## config.mk

```make
export PLATFORM = sky130hd
export DESIGN_NAME = bus_arbiter
export DESIGN_NICKNAME = d
export VERILOG_FILES = /design/src/rtl/bus_arbiter.sv
export SDC_FILE = /design/constraint.sdc
export NUM_CORES = 1
export LEC_CHECK = 0
export ABC_AREA = 1
export BUFFER_PORTS_ARGS = -buffer_cell sky130_fd_sc_hd__buf_2
export CAP_MARGIN = 40
export CORE_AREA = 8 8 115 117
export DETAILED_ROUTE_END_ITERATION = 8
export DIE_AREA = 0 0 123 125
export GPL_ROUTABILITY_DRIVEN = 0
export PLACE_DENSITY = 0.54
export SYNTH_ARGS = -nofsm -noshare
export SYNTH_HDL_FRONTEND = slang
export SYNTH_SLANG_ARGS = --single-unit
```

## constraint.sdc

```tcl
create_clock -name clk -period 1.7 [get_ports clk]
set_input_delay 0.085 -clock clk [delete_from_list [all_inputs] [get_ports clk]]
set_output_delay 0.085 -clock clk [all_outputs]
set_load 0.02 [all_outputs]
```

## src/rtl/bus_arbiter.sv

```systemverilog
// bus_arbiter: grants one of NMASTERS bus masters access to the single slave port and holds the grant until the transaction ends.
// Compile with BUS_ARBITER_RR_EN defined for round-robin arbitration; the default build uses fixed priority (lowest index wins).
module bus_arbiter #(
    parameter int NMASTERS = 2
) (
    input  logic                     clk,
    input  logic                     rst,
    input  logic [NMASTERS*32-1:0]   master_address,
    input  logic [NMASTERS*32-1:0]   master_wdata,
    input  logic [NMASTERS*4-1:0]    master_wsel,
    input  logic [NMASTERS-1:0]      master_valid,
    output logic [NMASTERS*32-1:0]   master_rdata,
    output logic [NMASTERS-1:0]      master_ready,
    output logic [NMASTERS-1:0]      master_error,
    output logic [31:0]              slave_address,
    output logic [31:0]              slave_wdata,
    output logic [3:0]               slave_wsel,
    output logic                     slave_valid,
    input  logic [31:0]              slave_rdata,
    input  logic                     slave_ready,
    input  logic                     slave_error
);
    // state | meaning
    // IDLE  | no grant held; picks a winner among requesting masters
    // BUSY  | grant held until slave ready/error or the granted master aborts

    localparam int GW = (NMASTERS > 1) ? $clog2(NMASTERS) : 1;

    typedef enum logic {
        IDLE,
        BUSY
    } state_t;

    state_t        state;
    logic [GW-1:0] grant;
    logic [GW-1:0] last;
    logic [GW-1:0] winner;
    logic          done;
    logic          abort;

    assign slave_address = master_address[32*grant +: 32];
    assign slave_wdata   = master_wdata[32*grant +: 32];
    assign slave_wsel    = master_wsel[4*grant +: 4];
    assign slave_valid   = (state == BUSY) && master_valid[grant];

    // Responses only count while a request is actually presented to the slave.
    assign done  = slave_valid && (slave_ready || slave_error);
    assign abort = (state == BUSY) && !master_valid[grant];

    assign master_rdata = {NMASTERS{slave_rdata}};

    always_comb begin
        master_ready = '0;
        master_error = '0;
        if (done) begin
            master_ready[grant] = slave_ready;
            master_error[grant] = slave_error;
        end
    end

`ifdef BUS_ARBITER_RR_EN
    int            cand_i;
    logic [GW-1:0] cand;
    logic          found;

    // Search starts one past the last served master and wraps.
    always_comb begin
        winner = last;
        found  = 1'b0;
        cand_i = 0;
        cand   = '0;
        for (int k = 1; k <= NMASTERS; k++) begin
            cand_i = (int'(last) + k) % NMASTERS;
            cand   = cand_i[GW-1:0];
            if (!found && master_valid[cand]) begin
                winner = cand;
                found  = 1'b1;
            end
        end
    end
`else
    always_comb begin
        winner = '0;
        for (int i = NMASTERS - 1; i >= 0; i--) begin
            if (master_valid[i]) begin
                winner = GW'(i);
            end
        end
    end

    // last is still tracked in fixed-priority builds, just not consumed.
    logic unused_last;
    assign unused_last = ^last;
`endif

    always_ff @(posedge clk) begin
        if (rst) begin
            state <= IDLE;
            grant <= '0;
            last  <= GW'(NMASTERS - 1);
        end else begin
            case (state)
                IDLE: begin
                    if (|master_valid) begin
                        grant <= winner;
                        state <= BUSY;
                    end
                end
                BUSY: begin
                    if (done || abort) begin
                        last  <= grant;
                        state <= IDLE;
                    end
                end
                default: state <= IDLE;
            endcase
        end
    end

endmodule

```

Word-level counts from Yosys, hierarchy flattened. Cells that the tools add are included.

Order comparisons: 2. Shift operators: 3. Muxes and demuxes: 11. Bitwise operators: 3. Reductions and logical operators: 9.

Operators with widths (number): variable part select 64 x 7 -> 32 bit (2); variable part select 8 x 4 -> 4 bit (1); two-way mux 1 bit (7); bitwise AND 2 bit (2); logical AND 1 bit (4); two-way mux 2 bit (2); logical OR 1 bit (2); < comparator 1 x 2 -> 1 bit (second input constant) (1); case mux 1 bit (2 select lines) (1); AND reduction 2 bit (1); OR reduction 2 bit (1); demux 1 bit (select 1 bit) (1); greater-or-equal comparator 1 bit (second input constant) (1); logical NOT 1 bit (1); inverter 1 bit (1).

Register bits: 2. Input bits: 174. Output and inout bits: 137. Word-level logic and storage cells: 30.

Depth between registers and ports, before layout. Gate-level depths: netlist of run 1.

Depth after elaboration: 7. Mapped depth: 8. Gate-level depth less buffers: 7.

Worst setup path before layout of run 1. Ideal clock, no wire load.

Path kind: register to output. Start: reg grant. End: out master_ready[1]. Data arrival time: 978 ps. Setup slack: 637 ps. Cell stages (with the launch flop): 5. Path buffers: 2. Path through: dfxtp_1 -> buf_6 -> inv_6 -> buf_2 -> nor3_2.

Word-level cells in the longest chain between the ends: 6. Elaborated cells between the ends (all ways): 11. Classes of those cells: 2 x order compare; 5 x mux; 1 x bitwise; 3 x reduce/logical.

Ends and longest elaborated chain: start, declared (RTL line 35) `logic [GW-1:0] grant;`; start signal, assigned (RTL line 105) `grant <= winner;`; < comparator 1 x 2 -> 1 bit (not written as such) or greater-or-equal comparator 1 bit (tied branches) (RTL line 56) `master_ready[grant] = slave_ready;`; logical AND 1 bit (not written as such) (RTL line 56); two-way mux 1 bit (not written as such) (RTL line 56); demux 1 bit (select 1 bit) (RTL line 56); bitwise AND 2 bit (no source line); two-way mux 2 bit (*) (RTL line 55) `if (done) begin`; end, declared (RTL line 13) `output logic [NMASTERS-1:0] master_ready,`.

Mark *: on every way between the ends. The rest lies on a longest branch, timed or not. The select of a mux whose other input is x is not followed.

Worst setup path in the final report of run 1.
Start: reg grant. End: out master_error[0].

Word-level cells in the longest chain between the ends: 6. Elaborated cells between the ends (all ways): 11. Classes of those cells: 2 x order compare; 5 x mux; 1 x bitwise; 3 x reduce/logical.

Ends and longest elaborated chain: < comparator 1 x 2 -> 1 bit (not written as such) or greater-or-equal comparator 1 bit (tied branches) (RTL line 57) `master_error[grant] = slave_error;`; logical AND 1 bit (not written as such) (RTL line 57); two-way mux 1 bit (not written as such) (RTL line 57); demux 1 bit (select 1 bit) (RTL line 57); bitwise AND 2 bit (no source line); two-way mux 2 bit (*) (RTL line 55); end, declared (RTL line 14) `output logic [NMASTERS-1:0] master_error,`.

Marked as above.

==> results.yml, run 1 <==
sta:
  layout_min_cycle_time_ns: 1.466
  setup_viol: 0
  hold_ws_ns: 0.05010
  finalCritPeriodShare_pct: 86.26
  fmax_mhz: 681.9
  fin_tns_setup_ns: 0
  hold_violations: 0
  skew_ns: 0.002908
  rsz0062_at_grt: "no"
  tightest_slew_ns: 0.3678
  slew_headroom_pct: 75.48
  final-max-slew-violation-count: 0
setup_path:
  crit_slowest_cell: "dfxtp_2"
  cp_max_fo: 33
  crit_arrival_ns: 1.38
  critPathKind: "reg2out"
  cp_data_required_time_ns: 1.62
  cp-end-kind: "output pin"
  startpoint_type: "flop"
  crit_chain: "inv_6 -> nand2_1 -> nand2_2 -> nand2_2 -> inv_2 -> nand3_2 -> inv_2 -> buf_2"
  max_stage_delay_ns: 0.34
routing:
  vias: 2111
  wl_met2_um: 3377
  drt_wl_total_um: 7121
  dr_wl_met3_um: 941
  drtIter0Drc: 53
  dr.max_layer_used: "met4"
  wl_met1_um: 2449
  first_pass_iters: 4
  drc: 0
  routed_via_density: 3.548
  wl_per_cell_um: 11.97
  antenna_left: 0
power:
  peakVddDrop_v: 0.0002295
  leakagePower_nw: 1.574
  p_per_area_nw_per_um2: 514.0
floorplan:
  fp.coreArea_um2: 11610
  die_width_um: 123
  pin_count: 311
  fp.dieH_um: 125
  dieArea_um2: 15380
  core.rowCount: 40
  initial_core_util_pct: 12.78
placed_design:
  placed_area_um2: 2221
  post-dp-hpwl_um: 6254
  io_buffers: 214
  dp.cells: 592
layout:
  finalNonFillerCells: 595
  final_nets: 624
  register_area_um2: 41.29
  multiInputGateArea_um2: 858.3
  n_fill_cell: 1386
  drive_gt1_share_pct: 51.34
  diodes: 0
  syn_to_final_growth_pct: 54.72
  final_area_um2: 2296
synth:
  synth_flop_cell: "dfxtp_1"
  synth-seq-cells: 2
  syn_area_per_cell_um2: 4.849
  yosysWarnings: 0
  synth_edf_count: 0
  synth_cell_types: 16
  synth_nets: 480
  syn-instance-count: 306
  async_flop_share_pct: 0
  ys_seq_area_share_pct: 2.698
  netlist_area_um2: 1484
clock_tree:
  clk_pin_slew_worst_paths_ns: 0.03
  clock_path_buffers: 2
  postCtsSetupBuffers: 0
  cts_tree: "done"
  cts-htree-levels: 1
  clk_latency_ns: 0.22
  root_buffer: "clkbuf_16"
  cts_hold_buf: 0
  cts.sinks: 2
  cts_resized: 0
  numCtsBuffers: 3
global_route:
  grt_usage_pct: 8.341
  antenna_found_initial: 0
  grt_first_pass_wirelength_um: 10410
  gr-total-overflow: 0
  grt_pass1_vias: 2137
  grt_max_degree: 36
run:
  timing.max_cap.violations: 0
status:
  status: "completed"
worst_hold_path:
  hold_class: "in2reg"
registers in the layout, indices dropped and copies added, names as in the netlist:
| name | cells |
|---|---|
| grant | 1 |
| state | 1 |
placed cells by master, fill, tap and decap left out, drive strengths merged:
cell type	instances
a21oi	2
clkbuf	3
o21ai	1
dfxtp	2
a21boi	1
nand3	2
nand2	210
nor3	2
inv	5
buf	218
nor2	2
metal layers:
metal / vias up / GRT usage, %
met5: - / 0
met4: 0 / 6.095
met3: 36 / 3.150
met2: 138 / 14.18
met1: 808 / 8.044
li1: 1129 / -
final timing paths:
kind / start / endpoint / slack, ns / depth (start not counted)
worst max-delay path: grant / master_error[0] / 0.23 / 8
worst min-delay path: rst / state / 0.05 / 2
worst max register to register: grant / state / 0.71 / 5
worst min register to register: state / state / 0.51 / 2
stage by stage:
stage | setup WS (ns) | power [mW] | util [%]
final | 0.2335 | 1.180 | 19.77
after global routing | 0.09304 | 1.266 | 19.77
after CTS | 0.1968 | 1.200 | 19.77
after detailed placement | 0.4372 | 0.8390 | 19.13
after global placement | 0.4364 | 0.8381 | 19.13
after floorplan | 0.6367 | 0.7041 | -
cell usage after synthesis (2+ instances only):
cell type	n	area share, %
nor2_1	2	0.51
buf_4	64	32
nand2_1	208	53
inv_2	2	0.51
nand2_2	2	0.84
buf_2	14	4.7
inv_1	2	0.51
a21oi_1	2	0.67
dfxtp_1	2	2.7
nor3_2	2	1.3
logic make-up (layout without fill, tap and decap cells):
family                 after synthesis  count (layout)  share of synthesized area [%]
AO/OA/AOI/OAI                        4               4                          1.518
buffers and inverters               84             226                          39.46
flip-flops                           2               2                          2.698
AND/OR/NAND/NOR                    216             216                          56.32
final cells by class:
type                       instances  area share (%)
timing repair buffer             218           48.50
multi-input combinational        220           37.38
tap                              147           8.011
clock buffer                       3           3.270
sequential                         2           1.798
inverter                           5           1.035
worst max-delay path, delay by kind of cell, from the launching register on:
family / cells / cell delay [ns]
buf+inv: 4 / 0.49
flops: 1 / 0.34
simple gates: 4 / 0.33
report_power, final:
group / switching (mW) / leakage, nW / total, mW / internal, mW
clock: 0.0532 / 0.0370 / 0.352 / 0.299
sequential: 0.00468 / 0.0170 / 0.0561 / 0.0514
combinational: 0.471 / 1.52 / 0.772 / 0.301
total: 0.529 / 1.57 / 1.18 / 0.651
Note: power is estimated with default switching activity, not from simulation.
==> inputs of run 2 (changes only) <==
Settings changed: GPL_TIMING_DRIVEN set to 0.
==> results.yml, run 2 (synthesis gave the netlist of run 1 again) <==
floorplan:
  fp.dieH_um: 125
  fp.coreArea_um2: 11610
  initial_core_util_pct: 12.78
  pin_count: 311
  dieArea_um2: 15380
  die_width_um: 123
  core.rowCount: 40
layout:
  final_nets: 763
  finalNonFillerCells: 734
  top_regs: "grant: 1 flops, state: 1 flops"
  final_area_um2: 3134
  drive_gt1_share_pct: 62.69
  layout_common_cells: "buf_2, nand2_1, buf_4"
  n_fill_cell: 1360
  syn_to_final_growth_pct: 111.2
  mostFrequentLayoutCell: "buf_2"
  diodes: 0
placed_design:
  post-dp-hpwl_um: 8384
  io_buffers: 278
  placed_area_um2: 3059
  dp.cells: 731
worst_hold_path:
  hold_start: "rst"
  hold_class: "in2reg"
  holdPathStages: 2
  whs_endpoint: "state"
sta:
  finalCritPeriodShare_pct: 82.99
  rsz0062_at_grt: "no"
  tightest_slew_ns: 0.1910
  hold_ws_ns: 0.03882
  fmax_mhz: 708.8
  skew_ns: 0.002441
  final-max-slew-violation-count: 0
  fin_tns_setup_ns: 0
  slew_headroom_pct: 87.27
  layout_min_cycle_time_ns: 1.411
  setup_viol: 0
  hold_violations: 0
routing:
  routed_via_density: 3.549
  wl_per_cell_um: 12.64
  drc: 0
  drtIter0Drc: 70
  antenna_left: 0
  vias: 2605
  first_pass_iters: 4
  drt_wl_total_um: 9279
global_route:
  grt_usage_pct: 10.86
  antenna_found_initial: 0
  gr-total-overflow: 0
  grt_first_pass_wirelength_um: 13520
  grt_pass1_vias: 2678
  grt_max_degree: 11
clock_tree:
  clock_path_buffers: 2
  cts_resized: 0
  cts-htree-levels: 1
  clk_pin_slew_worst_paths_ns: 0.03
  numCtsBuffers: 3
  cts_tree: "done"
  cts_hold_buf: 0
  cts.sinks: 2
  clk_latency_ns: 0.22
  postCtsSetupBuffers: 0
  root_buffer: "clkbuf_16"
setup_path:
  cp_data_required_time_ns: 1.62
  rr_worst_depth: 6
  critPathKind: "reg2out"
  cp-end-kind: "output pin"
  crit_arrival_ns: 1.33
  r2r-start: "grant"
  rrSetupSlack_ns: 0.78
  reg2reg_to: "state"
  cp_max_fo: 10
  startpoint_type: "flop"
run:
  timing.max_cap.violations: 0
power:
  peakVddDrop_v: 0.0002056
  leakagePower_nw: 2.169
  p_per_area_nw_per_um2: 475.6
status:
  status: "completed"
==> run 2: cell count changes in the layout (fill, tap and decap cells not counted), sizes merged <==
cell	previous run	this run
buf	218	357
==> run 2: layout make-up <==
class / instances / area [µm²] / area share (%)
buffer: 79 / 561.8 / 17.92
clock buffer: 3 / 75.07 / 2.395
inverter: 5 / 23.77 / 0.7585
multi-input combinational: 220 / 858.3 / 27.39
sequential: 2 / 40.04 / 1.277
tap: 147 / 183.9 / 5.868
timing repair buffer: 278 / 1391 / 44.39
==> run 2: how the worst max path moves through the flow <==
stage,cells after the start,start,slack [ns],to
after floorplan,4,grant,0.64,master_ready[1]
after detailed placement,6,grant,0.46,slave_address[8]
after global routing,9,grant,0.17,master_error[0]
after CTS,6,grant,0.23,slave_address[8]
after global placement,6,grant,0.46,slave_address[8]
final,6,grant,0.29,slave_address[8]
==> run 2: routing by layer <==
| metal | track usage [%] | part of all wire (%) | up-vias |
|---|---|---|---|
| met1 | 11.31 | 35 | 1040 |
| met4 | 2.764 | 0.97 | 0 |
| met2 | 20.22 | 51 | 156 |
| li1 | - | - | 1405 |
| met5 | 0 | 0 | - |
| met3 | 3.465 | 13 | 4 |
==> run 2: through the flow <==
step	power, mW	setup slack (ns)	utilization [%]
2_1_floorplan	0.7041	0.6367	-
3_3_place_gp	1.157	0.4555	26.35
3_5_place_dp	1.158	0.4630	26.35
4_1_cts	1.520	0.2270	26.99
5_1_grt	1.603	0.1658	26.99
6_report	1.491	0.2892	26.99
==> run 2: critical path, cell delays in order (launching register included) <==
cell and delay [ns]:
dfxtp_1 0.29, buf_6 0.14, inv_6 0.10, buf_2 0.22
nand2_1 0.07, nand2_1 0.09, buf_2 0.18
==> run 2: power by group <==
part / leakage [nW] / total, mW / switching [mW] / internal [mW]
Sequential: 0.0166 / 0.0533 / 0.00232 / 0.0510
Clock: 0.0370 / 0.352 / 0.0532 / 0.299
Combinational: 2.12 / 1.09 / 0.635 / 0.450
Total: 2.17 / 1.49 / 0.690 / 0.801
